===== config.mk =====
export PLATFORM = sky130hd
export DESIGN_NAME = sram_port_arbiter_flat
export DESIGN_NICKNAME = d
export VERILOG_FILES = /design/src/rtl/sram_port_arbiter_if.sv /design/src/rtl/sram_port_arbiter.sv /design/src/flat_wrapper.sv
export SDC_FILE = /design/constraint.sdc
export NUM_CORES = 1
export LEC_CHECK = 0
export BUFFER_PORTS_ARGS = -buffer_cell sky130_fd_sc_hd__buf_2
export CORE_MARGIN = 3
export CORE_UTILIZATION = 48
export CTS_CLUSTER_DIAMETER = 150
export CTS_CLUSTER_SIZE = 14
export DETAILED_ROUTE_END_ITERATION = 7
export PLACE_DENSITY_LB_ADDON = 0.25
export SYNTH_ARGS = -nofsm -noshare
export SYNTH_HDL_FRONTEND = slang
export SYNTH_SLANG_ARGS = --single-unit
export TNS_END_PERCENT = 10

===== constraint.sdc =====
create_clock -name clk -period 2 [get_ports clk]
set_clock_uncertainty 0.1 [all_clocks]
set_input_delay 0.2 -clock clk [delete_from_list [all_inputs] [get_ports clk]]
set_output_delay 0.2 -clock clk [all_outputs]
set_load 0.1 [all_outputs]

===== src/rtl/sram_port_arbiter_if.sv =====
// Single-port SRAM style bus: request fields flow master->slave, read data flows back.
// Used for the fetch port, the data port and the physical memory side of the arbiter.
interface sram_port_arbiter_if #(
    parameter int ADDR_W = 32,
    parameter int DATA_W = 32
);
    logic                  en;
    logic [DATA_W/8-1:0]   wen;
    logic [ADDR_W-1:0]     addr;
    logic [DATA_W-1:0]     wdata;
    logic [DATA_W-1:0]     rdata;

    modport master (output en, wen, addr, wdata, input rdata);
    modport slave  (input en, wen, addr, wdata, output rdata);
endinterface


===== src/rtl/sram_port_arbiter.sv =====
// Shares one single-port synchronous SRAM between the fetch and data ports.
// Conflicts grant the data port first and replay the fetch the next cycle under stall.
module sram_port_arbiter #(
    parameter int ADDR_W = 32,
    parameter int DATA_W = 32,
    parameter int CNT_W  = 16
) (
    input  logic                 clk,
    input  logic                 rst,
    sram_port_arbiter_if.slave   inst_bus,
    sram_port_arbiter_if.slave   data_bus,
    sram_port_arbiter_if.master  mem_bus,
    output logic                 stallreq,
    output logic [CNT_W-1:0]     conflict_cnt
);
    localparam int BE_W = DATA_W / 8;

    typedef enum logic [0:0] {
        ST_PASS   = 1'b0,
        ST_REPLAY = 1'b1
    } state_t;

    state_t              state_r;
    logic                rp_en_r;
    logic [BE_W-1:0]     rp_wen_r;
    logic [ADDR_W-1:0]   rp_addr_r;
    logic [DATA_W-1:0]   rp_wdata_r;
    logic                inst_tag_r;
    logic                data_tag_r;
    logic [DATA_W-1:0]   inst_hold_r;
    logic [DATA_W-1:0]   data_hold_r;
    logic [CNT_W-1:0]    cnt_r;

    logic                mem_en_s;
    logic [BE_W-1:0]     mem_wen_s;
    logic [ADDR_W-1:0]   mem_addr_s;
    logic [DATA_W-1:0]   mem_wdata_s;
    logic                stall_s;
    logic                grant_inst_s;
    logic                grant_data_s;
    logic                conflict_s;
    logic                inst_rd_s;
    logic                data_rd_s;

    // Memory-side mux and grant decision; reset suppresses every access.
    always_comb begin
        mem_en_s     = 1'b0;
        mem_wen_s    = {BE_W{1'b0}};
        mem_addr_s   = {ADDR_W{1'b0}};
        mem_wdata_s  = {DATA_W{1'b0}};
        stall_s      = 1'b0;
        grant_inst_s = 1'b0;
        grant_data_s = 1'b0;
        conflict_s   = 1'b0;
        if (rst) begin
            stall_s = 1'b0;
        end else begin
            case (state_r)
                ST_REPLAY: begin
                    mem_en_s     = rp_en_r;
                    mem_wen_s    = rp_wen_r;
                    mem_addr_s   = rp_addr_r;
                    mem_wdata_s  = rp_wdata_r;
                    stall_s      = 1'b1;
                    grant_inst_s = rp_en_r;
                end
                ST_PASS: begin
                    if (data_bus.en) begin
                        mem_en_s     = 1'b1;
                        mem_wen_s    = data_bus.wen;
                        mem_addr_s   = data_bus.addr;
                        mem_wdata_s  = data_bus.wdata;
                        grant_data_s = 1'b1;
                        stall_s      = inst_bus.en;
                        conflict_s   = inst_bus.en;
                    end else if (inst_bus.en) begin
                        mem_en_s     = 1'b1;
                        mem_wen_s    = inst_bus.wen;
                        mem_addr_s   = inst_bus.addr;
                        mem_wdata_s  = inst_bus.wdata;
                        grant_inst_s = 1'b1;
                    end else begin
                        mem_en_s = 1'b0;
                    end
                end
                default: begin
                    stall_s = 1'b0;
                end
            endcase
        end
    end

    // Only reads are tagged; a write leaves the port's held data untouched.
    assign inst_rd_s = grant_inst_s & mem_en_s & ~(|mem_wen_s);
    assign data_rd_s = grant_data_s & mem_en_s & ~(|mem_wen_s);

    // State, replay buffer, response tags, held read data and conflict counter.
    always_ff @(posedge clk) begin
        if (rst) begin
            state_r     <= ST_PASS;
            rp_en_r     <= 1'b0;
            rp_wen_r    <= {BE_W{1'b0}};
            rp_addr_r   <= {ADDR_W{1'b0}};
            rp_wdata_r  <= {DATA_W{1'b0}};
            inst_tag_r  <= 1'b0;
            data_tag_r  <= 1'b0;
            inst_hold_r <= {DATA_W{1'b0}};
            data_hold_r <= {DATA_W{1'b0}};
            cnt_r       <= {CNT_W{1'b0}};
        end else begin
            inst_tag_r <= inst_rd_s;
            data_tag_r <= data_rd_s;
            if (inst_tag_r) begin
                inst_hold_r <= mem_bus.rdata;
            end
            if (data_tag_r) begin
                data_hold_r <= mem_bus.rdata;
            end
            case (state_r)
                ST_PASS: begin
                    if (conflict_s) begin
                        state_r    <= ST_REPLAY;
                        rp_en_r    <= inst_bus.en;
                        rp_wen_r   <= inst_bus.wen;
                        rp_addr_r  <= inst_bus.addr;
                        rp_wdata_r <= inst_bus.wdata;
                        if (cnt_r != {CNT_W{1'b1}}) begin
                            cnt_r <= cnt_r + {{(CNT_W-1){1'b0}}, 1'b1};
                        end
                    end
                end
                ST_REPLAY: begin
                    state_r <= ST_PASS;
                end
                default: begin
                    state_r <= ST_PASS;
                end
            endcase
        end
    end

    // Read data: pass-through in the response cycle, held value otherwise.
    always_comb begin
        inst_bus.rdata = {DATA_W{1'b0}};
        data_bus.rdata = {DATA_W{1'b0}};
        if (rst) begin
            inst_bus.rdata = {DATA_W{1'b0}};
            data_bus.rdata = {DATA_W{1'b0}};
        end else begin
            inst_bus.rdata = inst_tag_r ? mem_bus.rdata : inst_hold_r;
            data_bus.rdata = data_tag_r ? mem_bus.rdata : data_hold_r;
        end
    end

    assign mem_bus.en    = mem_en_s;
    assign mem_bus.wen   = mem_wen_s;
    assign mem_bus.addr  = mem_addr_s;
    assign mem_bus.wdata = mem_wdata_s;
    assign stallreq      = stall_s;
    assign conflict_cnt  = cnt_r;
endmodule


===== src/flat_wrapper.sv =====
// flat-port wrapper written by rule: the top's interface ports become plain ports
module sram_port_arbiter_flat 
#(
    parameter int ADDR_W = 32,
    parameter int DATA_W = 32,
    parameter int CNT_W  = 16
)
  (clk, rst, stallreq, conflict_cnt, inst_bus_en, inst_bus_wen, inst_bus_addr, inst_bus_wdata, inst_bus_rdata, data_bus_en, data_bus_wen, data_bus_addr, data_bus_wdata, data_bus_rdata, mem_bus_en, mem_bus_wen, mem_bus_addr, mem_bus_wdata, mem_bus_rdata);
  sram_port_arbiter_if #(.ADDR_W(ADDR_W), .DATA_W(DATA_W)) inst_bus_i ();
  sram_port_arbiter_if #(.ADDR_W(ADDR_W), .DATA_W(DATA_W)) data_bus_i ();
  sram_port_arbiter_if #(.ADDR_W(ADDR_W), .DATA_W(DATA_W)) mem_bus_i ();
  input  logic clk;
  input  logic rst;
  output logic stallreq;
  output logic [CNT_W-1:0] conflict_cnt;
  input wire logic [$bits(inst_bus_i.en)-1:0] inst_bus_en;
  input wire logic [$bits(inst_bus_i.wen)-1:0] inst_bus_wen;
  input wire logic [$bits(inst_bus_i.addr)-1:0] inst_bus_addr;
  input wire logic [$bits(inst_bus_i.wdata)-1:0] inst_bus_wdata;
  output wire logic [$bits(inst_bus_i.rdata)-1:0] inst_bus_rdata;
  input wire logic [$bits(data_bus_i.en)-1:0] data_bus_en;
  input wire logic [$bits(data_bus_i.wen)-1:0] data_bus_wen;
  input wire logic [$bits(data_bus_i.addr)-1:0] data_bus_addr;
  input wire logic [$bits(data_bus_i.wdata)-1:0] data_bus_wdata;
  output wire logic [$bits(data_bus_i.rdata)-1:0] data_bus_rdata;
  output wire logic [$bits(mem_bus_i.en)-1:0] mem_bus_en;
  output wire logic [$bits(mem_bus_i.wen)-1:0] mem_bus_wen;
  output wire logic [$bits(mem_bus_i.addr)-1:0] mem_bus_addr;
  output wire logic [$bits(mem_bus_i.wdata)-1:0] mem_bus_wdata;
  input wire logic [$bits(mem_bus_i.rdata)-1:0] mem_bus_rdata;
  assign inst_bus_i.en = inst_bus_en;
  assign inst_bus_i.wen = inst_bus_wen;
  assign inst_bus_i.addr = inst_bus_addr;
  assign inst_bus_i.wdata = inst_bus_wdata;
  assign inst_bus_rdata = inst_bus_i.rdata;
  assign data_bus_i.en = data_bus_en;
  assign data_bus_i.wen = data_bus_wen;
  assign data_bus_i.addr = data_bus_addr;
  assign data_bus_i.wdata = data_bus_wdata;
  assign data_bus_rdata = data_bus_i.rdata;
  assign mem_bus_en = mem_bus_i.en;
  assign mem_bus_wen = mem_bus_i.wen;
  assign mem_bus_addr = mem_bus_i.addr;
  assign mem_bus_wdata = mem_bus_i.wdata;
  assign mem_bus_i.rdata = mem_bus_rdata;
  sram_port_arbiter #(.ADDR_W(ADDR_W), .DATA_W(DATA_W), .CNT_W(CNT_W)) u_core (.clk(clk), .rst(rst), .inst_bus(inst_bus_i), .data_bus(data_bus_i), .mem_bus(mem_bus_i), .stallreq(stallreq), .conflict_cnt(conflict_cnt));
endmodule

## Word-level counts from Yosys, hierarchy flattened

Cells that the tools add are included.
Widths: inputs -> output; s select.

- Output and inout bits: 150
- Register bits after elaboration: 152
- Bits of input ports: 172

- Bitwise gates (word level): 6
- Mux-type cells: 33
- Reduce and logical (&&, ||, !) cells: 3
- Eq/ne operators: 1
- Add/sub/neg operators: 1

Operators with widths:

| operator | number |
|---|---|
| $mux 32 | 10 |
| $pmux 32 s2 | 2 |
| $add 16x1->16 const B | 1 |
| $ne 16x16->1 const B | 1 |
| $mux 1 | 13 |
| $mux 4 | 3 |
| $pmux 1 s2 | 4 |
| $pmux 4 s2 | 1 |
| $and 1x1->1 | 4 |
| $reduce_or 4->1 | 1 |
| $reduce_and 3->1 | 1 |
| $not 1->1 | 2 |
| $reduce_and 2->1 | 1 |

## Logic depth before layout (Yosys ltp)

Gate-level depths: netlist (run 1).

- Depth after elaboration: 7
- Depth in mapped cells: 7
- Gate-level depth less buffers: 6

## Least setup slack after synthesis (run 1)

Ideal clock, no wire load.

- Kind: flip-flop to output port
- From: register u_core.state_r
- To: output mem_bus_en
- Data arrival time: 3134 ps
- Path buffers: 2
- Setup slack: -1434 ps
- Data required time: 1700 ps
- Stages on the path, launching flop included: 5
- Cell sequence: dfxtp_1 -> buf_2 -> clkbuf_1 -> nor3_1 -> a211oi_1

- Longest elaborated chain between the ends: 3

Ends and longest elaborated chain:

| item | RTL line | source |
|---|---|---|
| start, declared | sram_port_arbiter.sv:23 | `state_t state_r;` |
| start signal, assigned | sram_port_arbiter.sv:100 | `state_r <= ST_PASS;` |
| start signal, assigned | sram_port_arbiter.sv:122 | `state_r <= ST_REPLAY;` |
| start signal, assigned | sram_port_arbiter.sv:133 | `state_r <= ST_PASS;` |
| $not 1->1 (no source line) | n/a |  |
| $pmux 1 s2 (*) | sram_port_arbiter.sv:58 | `case (state_r)` |
| $mux 1 (*) | sram_port_arbiter.sv:55 | `if (rst) begin` |
| end, declared | flat_wrapper.sv:26 | `output wire logic [$bits(mem_bus_i.en)-1:0] mem_bus_en;` |

Every way passes the cells marked *; elsewhere a longest branch is shown, timed or not.

## Worst setup path after layout (run 1)

- From: register u_core.inst_tag_r
- To: output inst_bus_rdata[3]

- Longest elaborated chain between the ends: 2

Ends and longest elaborated chain:

| item | RTL line | source |
|---|---|---|
| start, declared | sram_port_arbiter.sv:28 | `logic inst_tag_r;` |
| start signal, assigned | sram_port_arbiter.sv:111 | `inst_tag_r <= inst_rd_s;` |
| $mux 32 | sram_port_arbiter.sv:150 | `inst_bus.rdata = inst_tag_r ? mem_bus.rdata : inst_hold_r;` |
| $mux 32 | sram_port_arbiter.sv:146 | `if (rst) begin` |
| end, declared | flat_wrapper.sv:20 | `output wire logic [$bits(inst_bus_i.rdata)-1:0] inst_bus_rdata;` |

Every way passes these cells.

==> results of run 1 <==
[layer usage]
| metal | track usage (%) | vias up | wire (um) |
|---|---|---|---|
| li1 | - | 4090 | - |
| met1 | 38.2 | 4267 | 11000 |
| met2 | 62.8 | 657 | 16500 |
| met3 | 9.15 | 160 | 2650 |
| met4 | 18.9 | 0 | 1780 |
| met5 | 0 | - | 0 |
[metrics by stage]
| step | util, % | std cells | setup TNS, ns |
|---|---|---|---|
| after CTS | 85.0 | 1555 | -0.0154 |
| final | 86.6 | 1565 | -0.398 |
| after global placement | 75.4 | 1448 | 0 |
| after floorplan | - | 1000 | -76.37 |
| after detailed placement | 75.4 | 1448 | 0 |
| after global routing | 86.6 | 1564 | -2.57 |
[tightest hold or removal path: stages]
cell and delay (ns):
buf_2 0.11, mux2i_1 0.12, nor2_1 0.09
[timing repair]
item / in CTS / in global routing
cloned: 0 / 2
buffers inserted: 0 / 3
hold buffers: 75 / 0
endpoints found under the setup margin: 25 / 59
hold endpoints to repair: 76 / 0
resized for setup: 25 / 44
[registers in the layout, summed over array words and instances (netlist names)]
register and cells:
u_core.data_hold_r 32, u_core.inst_hold_r 32, u_core.rp_addr_r 32, u_core.rp_wdata_r 32, u_core.conflict_cnt 16, u_core.rp_wen_r 4
u_core.data_tag_r 1, u_core.inst_tag_r 1, u_core.rp_en_r 1, u_core.state_r 1
[cells in the final DEF, fill, tap and decap left out, drive strengths merged, types with 7 or more instances in the layout]
cell type and count:
a21oi 211, buf 352, clkbuf 21, clkinv 7, dfxtp 152, dlygate4sd3 75, inv 9, mux2i 64
nand2 212, nand3 69, nor2 144, o21ai 9, xnor2 8
[logic make-up after synthesis]
group,share of synthesized area [%]
XOR/XNOR,1.08
buffers and inverters,5.17
multiplexers,8.82
adder cells (fa/ha/maj),0.172
AND/OR/NAND/NOR,26.9
AO/OA/AOI/OAI,16.0
flip-flops,41.9
[area by class of cell]
class / instances / area (sq um) / share of cell area, %
diodes: 5 / 12.5 / 0.0982
clock buffers: 18 / 439 / 3.45
clock inverters: 14 / 148 / 1.16
inverters: 7 / 27.5 / 0.216
multi-input cells: 755 / 4210 / 33.0
flip-flops and latches: 152 / 3050 / 23.9
well taps: 184 / 230 / 1.81
repair buffers: 430 / 4620 / 36.3
[worst max path at each step]
| stage | start | endpoint | slack [ns] | cells past startpoint |
|---|---|---|---|---|
| final | u_core.inst_tag_r | inst_bus_rdata[3] | -0.05 | 4 |
| after global routing | u_core.inst_tag_r | inst_bus_rdata[3] | -0.14 | 4 |
| after CTS | u_core.state_r | mem_bus_addr[18] | -0.007 | 5 |
| after detailed placement | u_core.conflict_cnt[1] | u_core.conflict_cnt[7] | 0.14 | 6 |
| after global placement | u_core.conflict_cnt[1] | u_core.conflict_cnt[3] | 0.23 | 6 |
| after floorplan | u_core.data_tag_r | u_core.data_hold_r[11] | -0.50 | 4 |
[power groups by stage]
| stage | sequential, mW | clock (mW) | combinational, mW |
|---|---|---|---|
| after floorplan | 3.20 | 0 | 1.33 |
| after CTS | 3.13 | 3.22 | 2.29 |
| after detailed placement | 3.20 | 0 | 2.16 |
| after global placement | 3.19 | 0 | 2.14 |
| final | 3.14 | 3.19 | 2.40 |
| after global routing | 3.14 | 3.36 | 2.50 |
==> impl_metrics.csv, run 1 <==
group,metric,value,unit
outcome,status,"finished with violations",
outcome,violations,"setup timing",
worst_setup_path,path_buf_inv,2,
final_layout,drive_gt1_share,35.8,%
global_routing,grt_usage,35.3,%
worst_setup_path,path_class,"reg2out",
cts,clock_sinks,152,
sta,fin_ws,-0.0547,ns
power_and_ir_drop,p_sw,2.90,mW
synthesis,seq_area_frac_synth,41.9,%
placed_design,post-dp-hpwl,17.9,mm
hold_path,hold_path.class,"in2reg",
route,drt_iter0_drc,872,
worst_setup_path,cp.arrival,1.75,ns
synthesis,async_flop_share,0,%
sta,hold_ws,0.0626,ns
cts,cts.clk_slew.worst_paths,0.06,ns
synthesis,synth.largest_area_cell,"dfxtp_1",
route,route.detailed.drc,0,
final_layout,nets,1536,
worst_setup_path,rr_startpoint,"u_core.state_r",
worst_setup_path,timing.rr.end,"u_core.conflict_cnt[11]",
synthesis,syn_area_per_cell,7.27,sq um
hold_path,hp-start,"mem_bus_rdata[23]",
synthesis,yosysWarnings,0,
placed_design,placed_area,11100,sq um
cts,cts_tree,"yes",
power_and_ir_drop,ir_worst_vdd,0.641,mV
power_and_ir_drop,intPower,5.84,mW
sta,max_freq,487,MHz
worst_setup_path,cp.required,1.70,ns
cts,root_buffer,"clkbuf_16",
placed_design,routabilityCongestion,0.826,
worst_setup_path,slowest_delay,0.36,ns
cts,insertion_delay,0.42,ns
floorplanning,ioPinCount,322,
route,viasPerCell,5.86,
power_and_ir_drop,power_frac_clock,36.5,%
power_and_ir_drop,combPwrFrac,27.5,%
flow_run,drv_cap,0,
placed_design,io_buffers,321,
route,wl_per_cell,20.4,um
route,vias,9174,
power_and_ir_drop,switching_share,33.2,%
power_and_ir_drop,p_leak,5.02,nW
synthesis,syn-instance-count,1000,
sta,drv_slew,0,
global_routing,grt_max_degree,88,
synthesis,yosys.area.top_type_share,41.9,%
global_routing,grt_pass1_wl,46.6,mm
synthesis,synth_most_common_cell,"nand2_1",
final_layout,synthToLayoutAreaGrowth,75.3,%
worst_setup_path,slowest_stage,"mux2i_1",
sta,maxSlewHeadroom,62.5,%
worst_setup_path,crit_chain,"buf_12, mux2i_1, nor2_1, buf_6",
power_and_ir_drop,powerDensity,686,nW/um^2
cts,clockBufferDepth,2,
worst_setup_path,end_kind,"output port",
final_layout,fill_cells,693,
sta,min_period,2.05,ns
route,dr.pass1.iters,6,
cts,cts_htree_levels,4,
power_and_ir_drop,seqPwrFrac,35.9,%
worst_setup_path,rr_worst_depth,7,
global_routing,overflow,0,
floorplanning,start_util,49.4,%
floorplanning,die-area,16700,sq um
hold_path,hold_end,"u_core.data_hold_r[23]",
floorplanning,die_x,129,um
sta,tightestPinTransition,0.563,ns
synthesis,synth_area,7270,sq um
floorplanning,die_height,129,um
cts,cts_buffers,17,
synthesis,synth_cell_types,38,
synthesis,synth-seq-cells,152,
global_routing,antenna_found_initial,4,
route,antenna_left,0,
final_layout,stdcell_area,12700,sq um
sta,setup_viol,19,
sta,period_share,103,%
global_routing,grt_pass1_vias,8901,
sta,rsz0062_at_grt,"yes",
worst_setup_path,cp-start-kind,"flop",
placed_design,dp_slack,0.142,ns
floorplanning,rows,44,
synthesis,synth_flop_cell,"dfxtp_1",
synthesis,synth-edff-count,0,
route,drt_wl_total,32.0,mm
power_and_ir_drop,finalPower,8.73,mW
worst_setup_path,crit_family,"buffers and inverters",
worst_setup_path,rrSetupSlack,0.14,ns
synthesis,netlist_top_cells_area,"dfxtp_1 (42%), a21oi_1 (15%), nand2_1 (11%)",
synthesis,syn_nets,1173,
worst_setup_path,path_max_fanout,32,
sta,finalHoldViolCount,0,
synthesis,synth.top_cells.by_count,"nand2_1 (212), a21oi_1 (211), dfxtp_1 (152), nor2_1 (142), nand3_1 (69)",
floorplanning,core_area,14700,sq um
hold_path,hold_path_depth,3,
No activity file was read; power rests on OpenSTA's default activity.
==> inputs of run 2 (changes only) <==
==> constraint.sdc (replaced) <==
create_clock -name clk -period 2 [get_ports clk]
set_clock_uncertainty 0.1 [all_clocks]
set_input_delay 0.4 -clock clk [delete_from_list [all_inputs] [get_ports clk]]
set_output_delay 0.4 -clock clk [all_outputs]
set_load 0.1 [all_outputs]
==> run 2 against run 1 <==
Effect of this change:
- the flow now stops in clock tree synthesis (4_1_cts)
- synthesized cell count is the same
- synthesized area is the same
==> impl_metrics.csv, run 2 <==
group,metric,value,unit
outcome,status,"stopped before the end",
outcome,haltStage,"clock tree synthesis (4_1_cts)",
outcome,firstError,"[ERROR DPL-0033] detailed placement checks failed during check placement.",
synthesis,synthXorXnorAreaFrac,1.08,%
cts,post_cts_buffers,8,
synthesis,synth.top_cells.by_count,"nand2_1 (212), a21oi_1 (211), dfxtp_1 (152), nor2_1 (142), nand3_1 (69)",
synthesis,synth_most_common_cell,"nand2_1",
synthesis,yosys.area.top_type_share,41.9,%
synthesis,synthAdderAreaFrac,0.172,%
synthesis,yosys-mux-area-fraction,8.82,%
cts,clock_sinks,152,
synthesis,syn-instance-count,1000,
synthesis,yosysWarnings,0,
cts,cts_resized,199,
synthesis,syn_area_per_cell,7.27,sq um
cts,hold_buffers,0,
synthesis,synth-edff-count,0,
floorplanning,die_x,129,um
synthesis,synth_cell_types,38,
synthesis,synth_compound_area_share,16.0,%
synthesis,synth_area,7270,sq um
synthesis,synth_flop_cell,"dfxtp_1",
synthesis,syn_nets,1173,
placed_design,dp_slack,-0.0812,ns
floorplanning,die_height,129,um
synthesis,synth-seq-cells,152,
floorplanning,rows,44,
cts,root_buffer,"clkbuf_16",
placed_design,post-dp-hpwl,21.4,mm
synthesis,netlist_top_cells_area,"dfxtp_1 (42%), a21oi_1 (15%), nand2_1 (11%)",
placed_design,io_buffers,321,
cts,clockBufferDepth,2,
synthesis,synth.largest_area_cell,"dfxtp_1",
placed_design,routabilityCongestion,0.868,
cts,cts_htree_levels,4,
floorplanning,start_util,49.4,%
synthesis,synth-simple-area-share,26.9,%
synthesis,synth_top_family_by_area,"simple AND/OR/NAND/NOR gates",
synthesis,async_flop_share,0,%
floorplanning,ioPinCount,322,
cts,cts_buffers,17,
synthesis,seq_area_frac_synth,41.9,%
-- run 2: cell families after synthesis --
group / count (synthesis)
AND/OR/NAND/NOR: 454
XOR/XNOR: 9
buffers and inverters: 93
multiplexers: 64
adder cells (fa/ha/maj): 1
AO/OA/AOI/OAI: 227
flip-flops: 152
-- run 2: through the flow --
step	setup TNS, ns	cell area [sq um]	instances	util (%)
after floorplan	-14.33	8710	1000	-
after global placement	-0.775	12600	1462	85.6
after detailed placement	-2.27	12600	1462	85.6
==> inputs of run 3 (changes only) <==
--- a/config.mk
+++ b/config.mk
@@ -7,11 +7,9 @@
 export LEC_CHECK = 0
 export BUFFER_PORTS_ARGS = -buffer_cell sky130_fd_sc_hd__buf_2
 export CORE_MARGIN = 3
-export CORE_UTILIZATION = 48
-export CTS_CLUSTER_DIAMETER = 150
-export CTS_CLUSTER_SIZE = 14
+export CORE_UTILIZATION = 40
 export DETAILED_ROUTE_END_ITERATION = 7
-export PLACE_DENSITY_LB_ADDON = 0.25
+export PLACE_DENSITY_LB_ADDON = 0.15
 export SYNTH_ARGS = -nofsm -noshare
 export SYNTH_HDL_FRONTEND = slang
 export SYNTH_SLANG_ARGS = --single-unit
==> run 3 against run 2 <==
Effect of this change:
- the flow now finishes, with violations (setup timing)
==> impl_metrics.csv, run 3 (synthesized netlist as in run 1, its figures left out) <==
group,metric,value,unit
power_and_ir_drop,intPower,5.98,mW
hold_path,hold_path.class,"in2reg",
sta,period_share,108,%
cts,insertion_delay,0.42,ns
global_routing,antenna_found_initial,5,
power_and_ir_drop,switching_share,34.7,%
power_and_ir_drop,combPwrFrac,29.3,%
placed_design,placed_area,12900,sq um
sta,drv_slew,0,
final_layout,final_common_cell,"nand2_1",
flow_run,drv_cap,0,
route,antenna_left,0,
route,wl_per_cell,19.3,um
sta,tightestPinTransition,0.493,ns
route,vias,8560,
route,viasPerCell,5.46,
cts,cts.clk_slew.worst_paths,0.07,ns
sta,rsz0062_at_grt,"yes",
placed_design,io_buffers,321,
power_and_ir_drop,ir_worst_vdd,0.565,mV
worst_setup_path,path_class,"reg2out",
global_routing,grt_max_degree,55,
floorplanning,ioPinCount,322,
final_layout,nets,1499,
sta,max_freq,461,MHz
floorplanning,start_util,41.4,%
final_layout,layout_common_cells,"nand2_1 (212), buf_2 (186), buf_12 (164)",
floorplanning,die_height,141,um
route,route.detailed.drc,0,
power_and_ir_drop,p_leak,5.21,nW
power_and_ir_drop,p_sw,3.18,mW
placed_design,routabilityCongestion,0.823,
cts,cts_htree_levels,4,
placed_design,post-dp-hpwl,20.0,mm
cts,clock_sinks,152,
global_routing,grt_usage,27.4,%
floorplanning,die_x,141,um
worst_setup_path,rr_worst_depth,6,
worst_setup_path,cp-start-kind,"flop",
sta,fin_ws,-0.167,ns
final_layout,synthToLayoutAreaGrowth,97.5,%
worst_setup_path,cp.required,1.50,ns
sta,maxSlewHeadroom,66.9,%
route,drt_wl_total,30.3,mm
global_routing,grt_pass1_wl,43.9,mm
global_routing,grt_pass1_vias,8419,
final_layout,stdcell_area,14400,sq um
placed_design,dp_slack,-0.0678,ns
power_and_ir_drop,powerDensity,638,nW/um^2
global_routing,overflow,0,
outcome,violations,"setup timing",
floorplanning,die-area,19800,sq um
power_and_ir_drop,power_frac_clock,36.4,%
outcome,status,"finished with violations",
cts,clockBufferDepth,2,
worst_setup_path,cp.arrival,1.67,ns
sta,setup_viol,131,
floorplanning,core_area,17500,sq um
worst_setup_path,path_max_fanout,16,
worst_setup_path,end_kind,"output port",
hold_path,hold_path_depth,3,
cts,root_buffer,"clkbuf_16",
sta,min_period,2.17,ns
floorplanning,rows,48,
final_layout,drive_gt1_share,55.9,%
cts,cts_tree,"yes",
route,drt_iter0_drc,469,
sta,finalHoldViolCount,0,
power_and_ir_drop,seqPwrFrac,34.3,%
route,dr.pass1.iters,5,
cts,cts_buffers,17,
## run 3: stage by stage
stage | hold slack [ns] | setup TNS [ns] | total power, mW | std cells | utilization (%)
after floorplan | 0.337 | -14.33 | 4.75 | 1000 | -
after global placement | 0.341 | -0.168 | 5.67 | 1519 | 73.6
after detailed placement | 0.343 | -1.20 | 5.70 | 1519 | 73.6
after CTS | 0.0997 | -13.95 | 9.11 | 1559 | 79.4
after global routing | 0.118 | -18.17 | 9.43 | 1568 | 81.8
final | 0.123 | -10.56 | 9.16 | 1568 | 81.8
## run 3: final timing paths
kind / end / slack (ns) / start
max: data_bus_rdata[30] / -0.17 / u_core.data_tag_r
min reg2reg: u_core.rp_wdata_r[27] / 0.36 / u_core.rp_wdata_r[27]
max reg2reg: u_core.conflict_cnt[7] / 0.12 / u_core.conflict_cnt[0]
min: u_core.rp_addr_r[9] / 0.12 / inst_bus_addr[9]
## run 3: worst max-delay path, cell delays in order, from the launching register on
cell       delay [ns]
dfxtp_4          0.40
clkbuf_16        0.23
mux2i_1          0.36
nor2_4           0.08
buf_12           0.17
## run 3: layout make-up
type,count,area (sq um)
Antenna cell,4,10.0
Clock buffer,17,425
Fill cell,1010,3180
Clock inverter,15,179
Timing Repair Buffer,393,4720
Sequential cell,152,3070
Inverter,7,30.0
Tap cell,225,282
Multi-Input combinational cell,755,5640
## run 3: timing repair
item,in CTS,in global routing
gates resized for setup,77,66
hold buffers,0,0
pin swaps,9,8
buffers inserted,5,2
gates cloned,3,3
endpoints found under the setup margin,132,138
## run 3: power groups by stage
stage / logic, mW / clock network, mW / registers, mW
6_report: 2.68 / 3.34 / 3.14
5_1_grt: 2.79 / 3.50 / 3.15
4_1_cts: 2.59 / 3.38 / 3.14
3_5_place_dp: 2.50 / 0 / 3.20
3_3_place_gp: 2.47 / 0 / 3.20
2_1_floorplan: 1.55 / 0 / 3.20
## run 3: metal layers
layer / track usage, % / vias to the layer above / part of all wire, %
li1: - / 4044 / -
met1: 31.7 / 4113 / 38
met2: 48.3 / 356 / 53
met3: 7.80 / 45 / 7.1
met4: 9.59 / 2 / 2.3
met5: 0 / - / 0.040
==> inputs of run 4 (changes only) <==
--- a/config.mk
+++ b/config.mk
@@ -6,6 +6,7 @@
 export NUM_CORES = 1
 export LEC_CHECK = 0
 export BUFFER_PORTS_ARGS = -buffer_cell sky130_fd_sc_hd__buf_2
+export CORE_ASPECT_RATIO = 1.75
 export CORE_MARGIN = 3
 export CORE_UTILIZATION = 40
 export DETAILED_ROUTE_END_ITERATION = 7
==> run 4 against run 3 <==
Effect of this change:
- the run still ends with setup timing left
- clock-buffer cell count grew 1
- sequential power is essentially flat
- flip-flop and latch count is the same
- core utilization shrank 2.8 points
- die area grew 0.32%
- total power shrank 2.6%
==> impl_metrics.csv, run 4 (synthesized netlist as in run 1, its figures left out) <==
group,metric,value,unit
outcome,status,"finished with violations",
outcome,violations,"setup timing",
global_routing,grt_pass1_wl,44.2,mm
sta,setup_viol,134,
cts,cts_htree_levels,4,
sta,fin_ws,-0.209,ns
route,top_layer,"met5",
sta,period_share,110,%
worst_setup_path,rr_startpoint,"u_core.conflict_cnt[0]",
cts,clockBufferDepth,2,
route,drt_wl_total,28.9,mm
route,viasPerCell,5.46,
worst_setup_path,end_kind,"output port",
cts,cts.clk_slew.worst_paths,0.07,ns
route,dr.pass1.iters,5,
route,drt_iter0_drc,524,
floorplanning,ioPinCount,322,
floorplanning,start_util,41.1,%
sta,min_period,2.21,ns
worst_setup_path,cp-start-kind,"flop",
sta,max_freq,453,MHz
hold_path,hold_end,"u_core.rp_wdata_r[20]",
final_layout,synthToLayoutAreaGrowth,92.6,%
sta,rsz0062_at_grt,"yes",
worst_setup_path,rrSetupSlack,0.19,ns
placed_design,io_buffers,321,
route,wl_met1,10.2,mm
worst_setup_path,cp.arrival,1.71,ns
global_routing,grt_pass1_vias,8817,
hold_path,hp-start,"inst_bus_wdata[20]",
power_and_ir_drop,p_leak,5.04,nW
hold_path,hold_path_depth,3,
placed_design,placed_area,12600,sq um
cts,cts_tree,"yes",
global_routing,grt_usage,28.1,%
sta,drv_slew,0,
global_routing,grt_max_degree,68,
sta,hold_ws,0.121,ns
final_layout,stdcell_area,14000,sq um
floorplanning,die-area,19900,sq um
worst_setup_path,crit_chain,"buf_6, buf_12, buf_16, a21oi_2, a21oi_2, nor2_4, buf_12",
worst_setup_path,cp.required,1.50,ns
cts,cts_buffers,17,
worst_setup_path,slowest_stage,"dfxtp_4",
route,vias,8509,
worst_setup_path,path_class,"reg2out",
sta,finalHoldViolCount,0,
worst_setup_path,path_max_fanout,8,
sta,tightestPinTransition,0.495,ns
global_routing,overflow,0,
power_and_ir_drop,powerDensity,637,nW/um^2
route,wl_met3,2.11,mm
placed_design,routabilityCongestion,0.844,
floorplanning,core_area,17700,sq um
cts,insertion_delay,0.43,ns
worst_setup_path,timing.rr.end,"u_core.conflict_cnt[5]",
final_layout,final_common_cell,"nand2_1",
cts,hold_buffers,0,
cts,root_buffer,"clkbuf_16",
route,route.detailed.drc,0,
sta,maxSlewHeadroom,67.2,%
flow_run,drv_cap,0,
placed_design,post-dp-hpwl,19.7,mm
floorplanning,rows,64,
final_layout,layout_common_cells,"nand2_1 (212), buf_2 (186), buf_12 (152)",
route,antenna_left,0,
worst_setup_path,rr_worst_depth,6,
floorplanning,die_x,108,um
power_and_ir_drop,ir_worst_vdd,0.475,mV
cts,clock_sinks,152,
final_layout,nets,1482,
hold_path,hold_path.class,"in2reg",
global_routing,antenna_found_initial,8,
worst_setup_path,slowest_delay,0.36,ns
final_layout,drive_gt1_share,54.6,%
route,wl_per_cell,18.5,um
floorplanning,die_height,184,um
route,met2_length,15.3,mm
[run 4: cell count changes in the layout (fill, tap and decap cells not counted), sizes merged]
cell	before	now
clkbuf	20	19
diode	4	5
inv	15	11
buf	390	374
clkinvlp	2	3
bufbuf	0	1
clkinv	3	6
bufinv	2	1
[run 4: worst max-delay path: cells and delay by family (launching register included)]
family                 cells  cell delay [ns]
AOI/OAI and AO/OA          2             0.17
buffers and inverters      4             0.62
DFF                        1             0.36
and+or+nand+nor            1             0.14
[run 4: worst max path at each step]
stage / slack [ns] / from / to / cells past startpoint
after floorplan: -0.15 / rst / mem_bus_wen[2] / 4
after global placement: -0.06 / data_bus_en / mem_bus_addr[0] / 8
after detailed placement: -0.06 / data_bus_en / mem_bus_wdata[30] / 8
after CTS: -0.21 / u_core.state_r / mem_bus_wdata[10] / 7
after global routing: -0.26 / u_core.state_r / mem_bus_addr[2] / 6
final: -0.21 / u_core.state_r / mem_bus_addr[11] / 7
[run 4: stage by stage]
stage | worst slack (ns) | TNS, ns | power [mW] | utilization, % | cells
2_1_floorplan | -0.148 | -14.33 | 4.75 | - | 1000
3_3_place_gp | -0.0552 | -0.203 | 5.61 | 71.4 | 1510
3_5_place_dp | -0.0646 | -1.28 | 5.64 | 71.4 | 1510
4_1_cts | -0.208 | -18.35 | 8.91 | 77.8 | 1552
5_1_grt | -0.262 | -22.76 | 9.22 | 79.1 | 1558
6_report | -0.209 | -15.34 | 8.92 | 79.1 | 1558
[run 4: metal layers]
layer / vias up / global-route usage, %
li1: 4011 / -
met1: 4015 / 29.3
met2: 383 / 50.9
met3: 94 / 7.22
met4: 6 / 15.1
met5: - / 0
[run 4: cell type report]
type,count,area (sq um)
multi-input combinational,755,5560
fill,1097,3700
timing repair buffer,376,4460
clock buffer,18,439
tap,231,289
sequential,152,3070
clock inverter,14,140
inverter,7,27.5
antenna,5,12.5
[run 4: repair_timing]
action / 4_1_cts / 5_1_grt
setup buffers: 4 / 0
endpoints found under the setup margin: 134 / 134
pin swaps: 19 / 5
gates cloned: 7 / 1
gates resized for setup: 76 / 46
[run 4: power breakdown]
part | leakage, nW | internal, mW | switching [mW]
sequential | 1.24 | 3.10 | 0.0435
clock | 0.279 | 1.78 | 1.38
combinational | 3.52 | 0.947 | 1.68
